## src/rtl/serial_adder_if.sv

```systemverilog
// Operand/result bundle for the bit-serial adder.
interface serial_adder_if #(
  parameter int unsigned WIDTH = 8
);
  logic             start;
  logic [WIDTH-1:0] a;
  logic [WIDTH-1:0] b;
  logic             cIn;
  logic             busy;
  logic             done;
  logic [WIDTH-1:0] s;
  logic             cOut;

  modport master (
    output start, a, b, cIn,
    input  busy, done, s, cOut
  );

  modport slave (
    input  start, a, b, cIn,
    output busy, done, s, cOut
  );
endinterface

```

## src/rtl/serial_adder.sv

```systemverilog
// Bit-serial N-bit adder: one full-adder slice plus a carry flop, LSB first.
// The sum {cOut, s} equals a + b + cIn; s and cOut hold between completions.
module serial_adder #(
  parameter int unsigned WIDTH = 8
) (
  input  logic           clk,
  input  logic           rstN,
  serial_adder_if.slave  bus
);

  localparam int unsigned CW = $clog2(WIDTH) + 1;
  localparam logic [CW-1:0] LAST = CW'(WIDTH - 1);

  typedef enum logic [1:0] {IDLE, RUN, DONE} state_t;

  state_t           state_q, state_d;
  logic [WIDTH-1:0] a_sh_q, a_sh_d;
  logic [WIDTH-1:0] b_sh_q, b_sh_d;
  logic [WIDTH-1:0] r_sh_q, r_sh_d;
  logic             carry_q, carry_d;
  logic [CW-1:0]    cnt_q, cnt_d;
  logic             busy_q, busy_d;
  logic             done_q, done_d;
  logic [WIDTH-1:0] s_q, s_d;
  logic             cout_q, cout_d;

  logic             sum_bit;
  logic             carry_nx;

  // Full-adder slice on the current LSBs and next-state/output computation
  always_comb begin
    sum_bit  = a_sh_q[0] ^ b_sh_q[0] ^ carry_q;
    carry_nx = (a_sh_q[0] & b_sh_q[0]) | (a_sh_q[0] & carry_q) | (b_sh_q[0] & carry_q);

    state_d = state_q;
    a_sh_d  = a_sh_q;
    b_sh_d  = b_sh_q;
    r_sh_d  = r_sh_q;
    carry_d = carry_q;
    cnt_d   = cnt_q;
    s_d     = s_q;
    cout_d  = cout_q;

    unique case (state_q)
      IDLE: begin
        if (bus.start) begin
          a_sh_d  = bus.a;
          b_sh_d  = bus.b;
          carry_d = bus.cIn;
          cnt_d   = '0;
          state_d = RUN;
        end
      end
      RUN: begin
        a_sh_d  = a_sh_q >> 1;
        b_sh_d  = b_sh_q >> 1;
        r_sh_d  = {sum_bit, r_sh_q[WIDTH-1:1]};
        carry_d = carry_nx;
        cnt_d   = cnt_q + 1'b1;
        if (cnt_q == LAST) begin
          // Result registers take the completed word on the edge entering DONE
          s_d     = {sum_bit, r_sh_q[WIDTH-1:1]};
          cout_d  = carry_nx;
          state_d = DONE;
        end
      end
      DONE: begin
        state_d = IDLE;
      end
      default: begin
        state_d = IDLE;
      end
    endcase

    busy_d = (state_d == RUN);
    done_d = (state_d == DONE);
  end

  // State, datapath and registered outputs
  always_ff @(posedge clk or negedge rstN) begin
    if (!rstN) begin
      state_q <= IDLE;
      a_sh_q  <= '0;
      b_sh_q  <= '0;
      r_sh_q  <= '0;
      carry_q <= 1'b0;
      cnt_q   <= '0;
      busy_q  <= 1'b0;
      done_q  <= 1'b0;
      s_q     <= '0;
      cout_q  <= 1'b0;
    end else begin
      state_q <= state_d;
      a_sh_q  <= a_sh_d;
      b_sh_q  <= b_sh_d;
      r_sh_q  <= r_sh_d;
      carry_q <= carry_d;
      cnt_q   <= cnt_d;
      busy_q  <= busy_d;
      done_q  <= done_d;
      s_q     <= s_d;
      cout_q  <= cout_d;
    end
  end

  assign bus.busy = busy_q;
  assign bus.done = done_q;
  assign bus.s    = s_q;
  assign bus.cOut = cout_q;

endmodule

```

## src/flat_wrapper.sv

```systemverilog
// flat-port wrapper written by rule: the top's interface ports become plain ports
module serial_adder_flat 
#(
  parameter int unsigned WIDTH = 8
)
  (clk, rstN, bus_start, bus_a, bus_b, bus_cIn, bus_busy, bus_done, bus_s, bus_cOut);
  serial_adder_if #(.WIDTH(WIDTH)) bus_i ();
  input  logic clk;
  input  logic rstN;
  input wire logic [$bits(bus_i.start)-1:0] bus_start;
  input wire logic [$bits(bus_i.a)-1:0] bus_a;
  input wire logic [$bits(bus_i.b)-1:0] bus_b;
  input wire logic [$bits(bus_i.cIn)-1:0] bus_cIn;
  output wire logic [$bits(bus_i.busy)-1:0] bus_busy;
  output wire logic [$bits(bus_i.done)-1:0] bus_done;
  output wire logic [$bits(bus_i.s)-1:0] bus_s;
  output wire logic [$bits(bus_i.cOut)-1:0] bus_cOut;
  assign bus_i.start = bus_start;
  assign bus_i.a = bus_a;
  assign bus_i.b = bus_b;
  assign bus_i.cIn = bus_cIn;
  assign bus_busy = bus_i.busy;
  assign bus_done = bus_i.done;
  assign bus_s = bus_i.s;
  assign bus_cOut = bus_i.cOut;
  serial_adder #(.WIDTH(WIDTH)) u_core (.clk(clk), .rstN(rstN), .bus(bus_i));
endmodule
```

## config.mk

```make
export PLATFORM = sky130hd
export DESIGN_NAME = serial_adder_flat
export DESIGN_NICKNAME = d
export VERILOG_FILES = /design/src/rtl/serial_adder_if.sv /design/src/rtl/serial_adder.sv /design/src/flat_wrapper.sv
export SDC_FILE = /design/constraint.sdc
export NUM_CORES = 1
export LEC_CHECK = 0
export ABC_AREA = 1
export CORE_ASPECT_RATIO = 1.25
export CORE_UTILIZATION = 45
export CTS_CLUSTER_DIAMETER = 30
export DETAILED_ROUTE_END_ITERATION = 16
export GPL_TIMING_DRIVEN = 0
export HOLD_SLACK_MARGIN = 0.12
export PLACE_DENSITY = 0.75
export SLEW_MARGIN = 20
export SYNTH_ARGS = -nofsm -noshare
export SYNTH_HDL_FRONTEND = slang
export SYNTH_SLANG_ARGS = --single-unit
```

## constraint.sdc

```tcl
create_clock -name clk -period 2.2 [get_ports clk]
set_input_delay 0.66 -clock clk [delete_from_list [all_inputs] [get_ports clk]]
set_output_delay 0.66 -clock clk [all_outputs]
set_load 0.1 [all_outputs]
```

======== After elaboration in Yosys (flattened, before gate mapping) ========
Cells that the tools add are included.
word-level totals
  register bits after elaboration ......... 42
  bits in latches ......................... 0
  RAM bits ................................ 0
  ROM bits ................................ 0
  bits of input ports ..................... 20
  output and inout port bits .............. 11
  memories ................................ 0
operators by class
  add/subtract/negate cells ............... 1
  $mul .................................... 0
  divide/modulo/power cells ............... 0
  order comparisons ....................... 0
  equality and inequality tests ........... 5
  shifts and indexed selects .............. 0
  mux-type cells .......................... 11
  bitwise gates (word level) .............. 7
  reductions and logical operators ........ 4
operators with widths
  operator                                                               number
  8-bit one-hot mux with 2 select lines                                  2
  8-bit 2-to-1 mux                                                       2
  4-bit one-hot mux with 2 select lines                                  1
  4-bit by 1-bit adder with 4-bit output, second input constant          1
  2-bit by 1-bit equality test with 1-bit output, second input constant  2
  4-bit by 3-bit equality test with 1-bit output, second input constant  1
  2-bit 2-to-1 mux                                                       2
  4-bit 2-to-1 mux                                                       1
  2-bit one-hot mux with 2 select lines                                  1
  2-bit AND reduction                                                    2
  1-bit AND                                                              3
  2-bit equality test, second input constant                             1
  2-bit logical NOT                                                      1
  2-bit inequality test, second input constant                           1
  1-bit OR                                                               2
  1-bit one-hot mux with 2 select lines                                  1
  2-bit nonzero test                                                     1
  1-bit XOR                                                              2
  1-bit 2-to-1 mux                                                       1

======== Logic depth before layout (Yosys ltp) ========
  depth in word-level cells ............... 4
  gate-level depth with buffers ........... 7
  mapped depth without buffers ............ 6

======== Worst setup path after synthesis ========
OpenSTA, ideal clock, no wires.
  path kind ............................... reg-to-output
  from .................................... register u_core.cout_q (netlist: u_core.bus.cOut)
  to ...................................... output bus_cOut
  data arrival time ....................... 0.898 ns
  path slack .............................. 0.642 ns
  stages on the path, launching flop included .. 1
  path buffers ............................ 0
  cells stage by stage .................... dfrtp_1
RTL lines
  element                 RTL line             RTL
  from (decl)             serial_adder.sv:25   logic cout_q, cout_d;
  from (signal assigned)  serial_adder.sv:102  cout_q <= cout_d;
  to (decl)               flat_wrapper.sv:17   output wire logic [$bits(bus_i.cOut)-1:0] bus_cOut;
No word-level cell between the ends.

======== Final worst setup path ========
  from .................................... register u_core.cout_q (netlist: u_core.bus.cOut)
  to ...................................... output bus_cOut
No word-level cell between the ends.

==> results.sh <==
export IMPL_wl_per_cell_um=10.6
export IMPL_crit_arrival_ns=1.48
export IMPL_cts_tree="done"
export IMPL_yosys_warnings=0
export IMPL_htree_levels=2
export IMPL_cts_sinks=41
export IMPL_grt_pass1_wl_mm=6.04
export IMPL_dp_cells=310
export IMPL_syn_avg_cell_area_sq_um=8.27
export IMPL_layout_nets=285
export IMPL_fin_cells=317
export IMPL_pre_cts_slack_ns=0.0792
export IMPL_die_y_um=73.9
export IMPL_synthFlopType="dfrtp_1"
export IMPL_syn_area_sq_mm=0.00186
export IMPL_synth_edf_count=0
export IMPL_synth_cell_types=18
export IMPL_max_freq_mhz=466
export IMPL_cp_slowest_cell="dlygate4sd2_1"
export IMPL_diodes=0
export IMPL_fillers=395
export IMPL_maxSlewHeadroom_pct=36.9
export IMPL_postCtsSetupBuffers=0
export IMPL_wl_mm=3.38
export IMPL_fin_hold_ws_ns=0.233
export IMPL_via_per_inst=4.74
export IMPL_power_w=0.00346
export IMPL_initial_core_util_pct=48.0
export IMPL_vias=1502
export IMPL_clk_latency_ns=0.29
export IMPL_die_area_sq_mm=0.00440
export IMPL_end_kind="output port"
export IMPL_finalCritPeriodShare_pct=97.5
export IMPL_dp_hpwl_mm=2.33
export IMPL_multi_input_area_sq_um=717
export IMPL_grt_start_max_net_pins=32
export IMPL_path_max_fanout=2
export IMPL_power_share_sequential_pct=36.1
export IMPL_swShare_pct=47.5
export IMPL_hold_path_class="in2async"
export IMPL_synth_top_cell_area_share_pct=55.1
export IMPL_ant_nets=0
export IMPL_status="completed"
export IMPL_drive_gt1_share_pct=9.51
export IMPL_finalHoldViolations=0
export IMPL_drtPass1Iterations=4
export IMPL_async_reset_ff_share_pct=100
export IMPL_ys_ff_latch=41
export IMPL_ios=31
export IMPL_intPower_w=0.00182
export IMPL_path_buf_inv=1
export IMPL_clk_path_buf_depth=2
export IMPL_grt_overflow=0
export IMPL_cts_hold_buffers=0
export IMPL_finalCriticalPeriod_ns=2.14
export IMPL_areaGrowthSynthToFinish_pct=24.5
export IMPL_seq_area_sq_mm=0.00103
export IMPL_fin_skew_ns=0.00271
export IMPL_crit_chain="dlygate4sd2_1"
export IMPL_fin_tns_setup_ns=0
export IMPL_routabilityCongestion=0.763
export IMPL_slowest_delay_ns=0.85
export IMPL_power_leakage_nw=1.24
export IMPL_critPathLaunchType="flop"
export IMPL_cp_data_required_time_ns=1.54
export IMPL_seq_area_frac_synth_pct=55.1
export IMPL_drtIter0Drc=82
export IMPL_die_x_um=59.5
export IMPL_clk_pin_slew_worst_paths_ns=0.07
export IMPL_startpoint="u_core.bus.cOut"
export IMPL_cts_root_buf="clkbuf_8"
export IMPL_setup_ws_ns=0.0553
export IMPL_antenna_found_initial=0
export IMPL_synth_most_common_cell="nand2_1"
export IMPL_grt_pass1_vias=1378
export IMPL_worst_setup_path_type="reg2out"
export IMPL_grt_total_usage_pct=18.6
export IMPL_coreArea_sq_mm=0.00388
export IMPL_worstMarginPinSlew_ns=0.950
export IMPL_drv_cap=0
export IMPL_setup_viol=0
export IMPL_switchingPower_w=0.00164
export IMPL_syn_nets=247
export IMPL_fp_row_count=25
export IMPL_critPathTopFamily="buffers and inverters"
export IMPL_cts_resized_gates=11
export IMPL_syn_inst=225
export IMPL_final_max_slew_viol_count=0
export IMPL_synth_top_cells_by_area="dfrtp_1, nand2_1, nand3_1, buf_6, o21ai_1"
export IMPL_yosys_top_cells_count="nand2_1, dfrtp_1, nand3_1, o21ai_1, nor2_1"
export IMPL_numPortBuffers=30
export IMPL_drc=0
export IMPL_synth_area_leader_cell="dfrtp_1"
export IMPL_combinationalPowerShare_pct=49.9
export IMPL_pwr_share_clk_pct=14.0
export IMPL_powerDensity_mw_per_mm2=1490
export IMPL_rsz0062_at_grt="false"
export IMPL_r2r_start="u_core.cnt_q[0]"
export IMPL_vdd_drop_max_mv=0.600
export IMPL_cts_buffers=5
==> routing by layer <==
metal	up-vias	share of wire, %	GRT usage [%]
met3	4	3.6	4.75
met2	37	47	30.6
met1	691	48	23.0
li1	770	-	-
met4	0	1.3	8.01
met5	-	0	0
==> through the flow <==
stage               utilization [%]  instance area [sq um]
finish                         59.7                   2320
global route                   59.7                   2320
CTS                            59.7                   2320
detailed placement             57.8                   2240
global placement               57.5                   2230
floorplan                         -                   1860
==> area by class of cell <==
class	instances	area share (%)
timing repair buffer	31	13.1
multi-input combinational	167	30.9
sequential	41	44.3
inverter	7	1.24
clock buffer	7	3.73
buffer	10	3.83
tap	54	2.92
==> kinds of logic (layout without fill, tap and decap cells) <==
group           count (synthesis)  in the layout  share of synthesized area, %
buf+inv                        17             55                          6.32
compound gates                  9              9                          3.03
simple gates                  156            156                          33.8
fa+ha+maj                       2              2                          1.75
flops                          41             41                          55.1
==> worst paths after layout <==
path                            depth (start not counted)  slack (ns)              end
worst min register to register                          2        0.47  u_core.bus.s[4]
max in group asynchronous                               2        1.53  u_core.bus.s[7]
worst max-delay path                                    1        0.06         bus_cOut
worst max register to register                          6        0.95  u_core.bus.s[7]
min in group clk                                        2        0.47  u_core.bus.s[4]
worst min-delay path                                    1        0.23  u_core.bus.s[1]
==> cell usage in the layout, fill, tap and decap left out, types with 2 or more instances in the layout <==
master and instances:
clkbuf_8 6, dlygate4sd2_1 10, buf_6 5, buf_4 3, nand2_1 128, nor2_1 6
inv_1 4, inv_2 2, clkdlybuf4s50_1 18, o21ai_1 8, nand3_1 18, buf_2 3
dfrtp_1 41
==> registers in the layout (all words and copies together), names as in the netlist <==
| signal | flops |
|---|---|
| u_core.a_sh_q | 8 |
| u_core.b_sh_q | 8 |
| u_core.bus.busy | 1 |
| u_core.bus.cOut | 1 |
| u_core.bus.done | 1 |
| u_core.bus.s | 8 |
| u_core.carry_q | 1 |
| u_core.cnt_q | 4 |
| u_core.r_sh_q | 7 |
| u_core.state_q | 2 |
==> power by group through the flow <==
stage | clock [W] | combinational (W) | sequential, W
after floorplan | 0 | 0.000833 | 0.00180
after CTS | 0.000508 | 0.00174 | 0.00125
after global routing | 0.000522 | 0.00192 | 0.00128
after global placement | 0 | 0.00176 | 0.00125
after detailed placement | 0 | 0.00179 | 0.00126
final | 0.000485 | 0.00173 | 0.00125
(Power assumes the default switching activity.)
